<file path="src/rtl/egress_buffer.sv">
// ---------------------------------------------------------------------------
// egress_buffer
//   Small FWFT FIFO between the encryption top-level and the host side.
//   Captures one 64-bit word (plus its error tag) per upstream handshake using
//   a three-state capture FSM. The FSM makes sure a word that upstream keeps
//   asserting is never taken twice. The host sees the head entry
//   combinationally and pops it with host_ready.
//
// Parameters
//   DEPTH      : FIFO entries, power of two, 2..16
//
// Ports
//   clk        : rising-edge clock for all state
//   rst        : asynchronous active-low reset, 0 clears all state
//   enc_data   : upstream data word
//   enc_valid  : upstream word valid, held until acknowledged
//   enc_error  : upstream error flag, marks enc_data as an error code
//   enc_rcvd   : registered one-cycle acknowledge to upstream
//   host_data  : head-of-FIFO data word
//   host_err   : error tag of head entry
//   host_valid : head entry present
//   host_ready : host consumes head entry when high with host_valid
//   count      : current occupancy, 0..DEPTH
//   error_seen : sticky, an error-tagged word was accepted since reset
// ---------------------------------------------------------------------------
module egress_buffer #(
   parameter int DEPTH = 4
) (
   input  logic                       clk,
   input  logic                       rst,
   input  logic [63:0]                enc_data,
   input  logic                       enc_valid,
   input  logic                       enc_error,
   output logic                       enc_rcvd,
   output logic [63:0]                host_data,
   output logic                       host_err,
   output logic                       host_valid,
   input  logic                       host_ready,
   output logic [$clog2(DEPTH):0]     count,
   output logic                       error_seen
);

   localparam int AW = $clog2(DEPTH);
   localparam int CW = AW + 1;

   typedef enum logic [1:0] {
      IDLE     = 2'd0,
      ACK      = 2'd1,
      WAIT_LOW = 2'd2
   } cap_state_t;

   cap_state_t        state, state_next;
   logic [64:0]       mem [DEPTH];
   logic [AW-1:0]     wr_ptr, rd_ptr;
   logic              full;
   logic              push, pop;

   // Fullness uses the occupancy before the edge, so a pop in the same
   // cycle cannot make room for a push while the FIFO is full.
   assign full = (count == CW'(DEPTH));
   assign pop  = host_valid && host_ready;

   always_comb begin
      state_next = state;
      push       = 1'b0;
      case (state)
         IDLE: begin
            if (enc_valid && !full) begin
               push       = 1'b1;
               state_next = ACK;
            end
         end
         ACK: begin
            state_next = WAIT_LOW;
         end
         WAIT_LOW: begin
            if (!enc_valid) state_next = IDLE;
         end
         default: begin
            state_next = IDLE;
         end
      endcase
   end

   // enc_rcvd is a flop that tracks entry into ACK, so it is high exactly
   // for the cycle the FSM spends in ACK.
   always_ff @(posedge clk or negedge rst) begin
      if (!rst) begin
         state    <= IDLE;
         enc_rcvd <= 1'b0;
      end else begin
         state    <= state_next;
         enc_rcvd <= (state_next == ACK);
      end
   end

   always_ff @(posedge clk or negedge rst) begin
      if (!rst) begin
         wr_ptr     <= '0;
         rd_ptr     <= '0;
         count      <= '0;
         error_seen <= 1'b0;
      end else begin
         if (push) wr_ptr <= wr_ptr + 1'b1;
         if (pop)  rd_ptr <= rd_ptr + 1'b1;
         case ({push, pop})
            2'b10:   count <= count + 1'b1;
            2'b01:   count <= count - 1'b1;
            default: count <= count;
         endcase
         if (push && enc_error) error_seen <= 1'b1;
      end
   end

   // Storage is not reset; its content is don't-care while host_valid is low.
   always_ff @(posedge clk) begin
      if (push) mem[wr_ptr] <= {enc_error, enc_data};
   end

   assign host_valid = (count != '0);
   assign host_err   = mem[rd_ptr][64];
   assign host_data  = mem[rd_ptr][63:0];

endmodule

</file>
<file path="config.mk">
export PLATFORM = sky130hd
export DESIGN_NAME = egress_buffer
export DESIGN_NICKNAME = d
export VERILOG_FILES = /design/src/rtl/egress_buffer.sv
export SDC_FILE = /design/constraint.sdc
export NUM_CORES = 1
export LEC_CHECK = 0
export CAP_MARGIN = 20
export CORE_ASPECT_RATIO = 1.2
export CORE_MARGIN = 2
export CORE_UTILIZATION = 50
export CTS_CLUSTER_DIAMETER = 100
export CTS_CLUSTER_SIZE = 24
export DETAILED_ROUTE_END_ITERATION = 10
export PLACE_DENSITY = 0.73
export SLEW_MARGIN = 25
export SYNTH_ARGS = -nofsm -noshare
export SYNTH_HDL_FRONTEND = slang
export SYNTH_SLANG_ARGS = --single-unit
</file>
<file path="constraint.sdc">
create_clock -name clk -period 4.3 [get_ports clk]
set_clock_uncertainty 0.1 [all_clocks]
set_input_delay 0.86 -clock clk [delete_from_list [all_inputs] [get_ports clk]]
set_output_delay 0.86 -clock clk [all_outputs]
set_load 0.01 [all_outputs]
</file>
* After elaboration in Yosys (flattened, before gate mapping)
Memory sizes are Yosys's and may differ from the RTL's.
Index checks and enable logic that the tools add are counted.
** Storage, ports and cells
- Register bits :: 11
- Memory bits (writable) :: 260
- Input bits :: 69
- Output and inout bits :: 71
- Logic and storage cells :: 32
- Memories :: 1
** Cells by class
- Add/sub/neg operators :: 4
- Equal/unequal tests :: 6
- Muxes and demuxes :: 8
- Reductions and logical operators :: 7
** Memories
- mem :: words 4, width 65, rd ports 1, clocked after Yosys merged registers in 0, wr ports 1, line 53 : logic [64:0] mem [DEPTH];
** Operators with widths (count)
- $eq 2x1->1 const B :: 3
- $pmux 2 s3 :: 1
- $pmux 3 s2 :: 1
- $add 2x1->2 const B :: 2
- $eq 2x2->1 const B :: 2
- $mux 1 :: 4
- $mux 2 :: 2
- $add 3x1->3 const B :: 1
- $eq 3x3->1 const B :: 1
- $logic_and 1x1->1 :: 3
- $reduce_bool 3->1 :: 1
- $sub 3x1->3 const B :: 1
- $logic_not 2->1 :: 1
- $reduce_bool 2->1 :: 1
- $logic_not 1->1 :: 1

* Logic depth before layout (Yosys ltp)
- Word-level depth :: 7
- Depth in mapped cells :: 9
- Mapped depth without buffers :: 9

* Worst setup path after synthesis
No wires, ideal clock.
- Path type :: input-to-reg
- From :: input enc_valid
- To :: memory mem[0][0] (enable)
- Library setup time :: 0.394 ns
- Data arrival time :: 2.403 ns
- Data required time :: 3.806 ns
- Slack :: 1.403 ns
- Cell stages on the path :: 3
- Path buffers :: 0
- Cells stage by stage :: or3b_4 > a31oi_4 > and2_2
** On the way
- Longest elaborated chain between the ends :: 5
** Ends and longest elaborated chain
- start: declaration :: line 32 : input logic enc_valid,
- $logic_and 1x1->1 :: line 68 : if (enc_valid && !full) begin
- $mux 1 :: line 68
- $mux 1 :: line 66 : case (state)
- $mux 1 :: line 117 : if (push) mem[wr_ptr] <= {enc_error, enc_data};
- $mux 1 (not written as such) :: line 117
- end: declaration :: line 53
Every way passes these cells.

* Worst setup path after layout
- From :: register rd_ptr[0]
- To :: output host_data[54]
** On the way
- Longest elaborated chain between the ends :: 1
** Ends and longest elaborated chain
- start: declaration :: line 54 : logic [AW-1:0] wr_ptr, rd_ptr;
- start signal: assignment :: line 105 : if (pop) rd_ptr <= rd_ptr + 1'b1;
- $mem_v2 4x65
- end: declaration :: line 35 : output logic [63:0] host_data,
Every way passes these cells.

==> flow_metrics.env <==
export IMPL_top_usage_layer="met2"
export IMPL_rsz0062_at_grt="false"
export IMPL_fraction_of_layout_cells_with_a_size_suffix_above_1=0.184
export IMPL_grt_pass1_vias=4710
export IMPL_drv_max_cap_violation_count=0
export IMPL_die_area_um2=21000
export IMPL_cp_start_kind="flip-flop"
export IMPL_setup_total_negative_slack_ps=0
export IMPL_report_final_setup_viol=0
export IMPL_place_gp_congestion=0.700
export IMPL_synthDistinctLibCells=25
export IMPL_yosysSeqAreaShare=0.812
export IMPL_postSynthRegisterBits=271
export IMPL_fin_nets=609
export IMPL_setup_slack_ps=638
export IMPL_initial_utilization=0.509
export IMPL_min_period_over_period=0.852
export IMPL_hold_viol=0
export IMPL_grt_start_max_net_pins=67
export IMPL_first_pass_iters=4
export IMPL_syn_mean_instance_area_um2=25.8
export IMPL_grt_util_all_layers=0.170
export IMPL_postRouteAntennaNets=0
export IMPL_drt_drc_violations_left=0
export IMPL_ir_worst_vdd_mv=0.396
export IMPL_die_h_um=159
export IMPL_synth_area_um2=9950
export IMPL_gr_usage_met3=0.0283
export IMPL_clkSlewWorstSetupHoldPaths_ps=90
export IMPL_postCtsSetupBuffers=0
export IMPL_area_growth_synth_to_final_pct=21.7
export IMPL_post_cts_resize_count=0
export IMPL_crit_fanout=24
export IMPL_antenna_violations_before_repair=0
export IMPL_first_iter_violations=268
export IMPL_dp_hpwl_um=11100
export IMPL_grt_first_pass_wirelength_um=26900
export IMPL_grtUsageMet1=0.211
export IMPL_core_area_um2=19500
export IMPL_cts_tree="yes"
export IMPL_dieWidth_um=133
export IMPL_num_rows=56
export IMPL_htreeDepth=1
export IMPL_routed_via_density=5.42
export IMPL_worst_pin_slew_ps=993
export IMPL_postSynthCellCount=386
export IMPL_final_core_util=0.619
export IMPL_timing_final_max_slew_violations=0
export IMPL_data_arrival_at_the_endpoint_of_the_critical_path_ps=2700
export IMPL_number_of_port_buffers=139
export IMPL_cts_hold_buffers=0
export IMPL_tritoncts_num_sinks=271
export IMPL_worstSkewPairLatency_ps=480
export IMPL_cp_data_required_time_ps=3340
export IMPL_outcome="completed"
export IMPL_non_filler_cells_final=799
export IMPL_relSlewSlack=0.338
export IMPL_wirelength_um=17700
export IMPL_synth_yosys_warnings=0
export IMPL_reg2reg_setup_slack_ps=1830
export IMPL_power_static_leakage_nw=3.85
export IMPL_cts_made_buffers=15
export IMPL_dp_slack_ps=855
export IMPL_timing_fmax_mhz=273
export IMPL_syn_nets=461
export IMPL_groute_layer_met2_usage=0.313
export IMPL_design_portCount=140
export IMPL_place_inst=778
export IMPL_clock_path_buffers=3
export IMPL_final_cell_mix="260 x edfxtp_1, 139 x clkdlybuf4s50_1, 65 x mux4_2"
export IMPL_power_per_cell_area_nw_per_um2=632
export IMPL_critPathCaptureType="primary output"
export IMPL_clock_tree_root_cell="clkbuf_16"
export IMPL_worst_hold_path_type="reg -> reg"
export IMPL_dr_total_vias=4333
export IMPL_routed_wirelength_normalized_by_instance_count_um=22.2
export IMPL_layout_cells_most_common="edfxtp_1"
export IMPL_min_period_ps=3660
export IMPL_global_route_overflow_total=0
export IMPL_num_antenna_cells=0
export IMPL_timing_worst_setup_path_type="reg -> out"
==> through the flow <==
step / area (µm²) / power, mW / hold slack [ps]
floorplan: 9950 / 5.06 / 358
global placement: 11700 / 6.31 / 375
detailed placement: 11700 / 6.37 / 364
CTS: 12100 / 7.79 / 390
global route: 12100 / 8.01 / 406
finish: 12100 / 7.66 / 382
==> cells in the mapped netlist (all sizes together) <==
| cell type | n | share of area |
|---|---|---|
| a31oi | 2 | 0.0028 |
| or3 | 1 | 0.00063 |
| ha | 5 | 0.0063 |
| buf | 13 | 0.0098 |
| fa | 1 | 0.0020 |
| nor2 | 1 | 0.00038 |
| or3b | 1 | 0.0011 |
| mux2i | 1 | 0.0010 |
| o21ai | 1 | 0.00050 |
| inv | 7 | 0.0026 |
| xnor2 | 3 | 0.0026 |
| nand3 | 1 | 0.00050 |
| and2 | 4 | 0.0030 |
| o31a | 1 | 0.00088 |
| edfxtp | 260 | 0.78 |
| mux2 | 1 | 0.0015 |
| a21o | 1 | 0.00088 |
| clkbuf | 2 | 0.00075 |
| mux4 | 65 | 0.15 |
| nand2 | 1 | 0.00038 |
| dfrtp | 11 | 0.028 |
| xor2 | 3 | 0.0026 |
==> cell type report <==
cell class	count	area [µm²]
multi-input cells	93	1740
flip-flops and latches	271	8090
fillers	1308	7440
clock inverters	2	28.8
well taps	261	327
inverters	7	26.3
clock buffers	19	390
repair buffers	146	1510
==> per-layer routing <==
layer  part of all wire  vias to the layer above
met3              0.046                       20
met4              0.017                        0
met1               0.40                     2277
met2               0.54                      114
met5                  0                        -
li1                   -                     1922
==> cell families (layout without fill, tap and decap cells) <==
| kind of cell | after synthesis | after routing | share of synthesized area |
|---|---|---|---|
| simple gates | 9 | 9 | 0.00604 |
| xor+xnor | 6 | 6 | 0.00528 |
| buf+inv | 22 | 174 | 0.0132 |
| compound gates | 5 | 5 | 0.00503 |
| flops | 271 | 271 | 0.812 |
| mux | 67 | 67 | 0.150 |
| fa+ha+maj | 6 | 6 | 0.00830 |
==> state kept, by name, indices dropped and copies added, names as in the netlist <==
register    cells
state           2
enc_rcvd        1
error_seen      1
rd_ptr          2
wr_ptr          2
mem           260
count           3
==> final timing paths <==
path                                   startpoint                      to  cells past startpoint
min reg2reg                error_seen$_DFFE_PN0P_  error_seen$_DFFE_PN0P_                      1
max                         rd_ptr[0]$_DFFE_PN0P_           host_data[54]                      3
max in group asynchronous                     rst   rd_ptr[0]$_DFFE_PN0P_                      1
min                        error_seen$_DFFE_PN0P_  error_seen$_DFFE_PN0P_                      1
min in group asynchronous                     rst    count[0]$_DFFE_PN0P_                      1
max reg2reg                    state[1]$_DFF_PN0_     mem[0][2]$_DFFE_PP_                      4
==> worst max-delay path, cell delays in order, from the launching register on <==
cell             delay, ps
dfrtp_4                770
buf_4                  360
mux4_2                 570
clkdlybuf4s50_1        510
==> power breakdown <==
group          internal (mW)  switching (mW)  total, mW
clock network          0.658           0.753       1.41
registers               3.37           0.319       3.69
logic                   1.49            1.06       2.56
total                   5.52            2.14       7.66
Note: power is estimated with default switching activity, not from simulation.
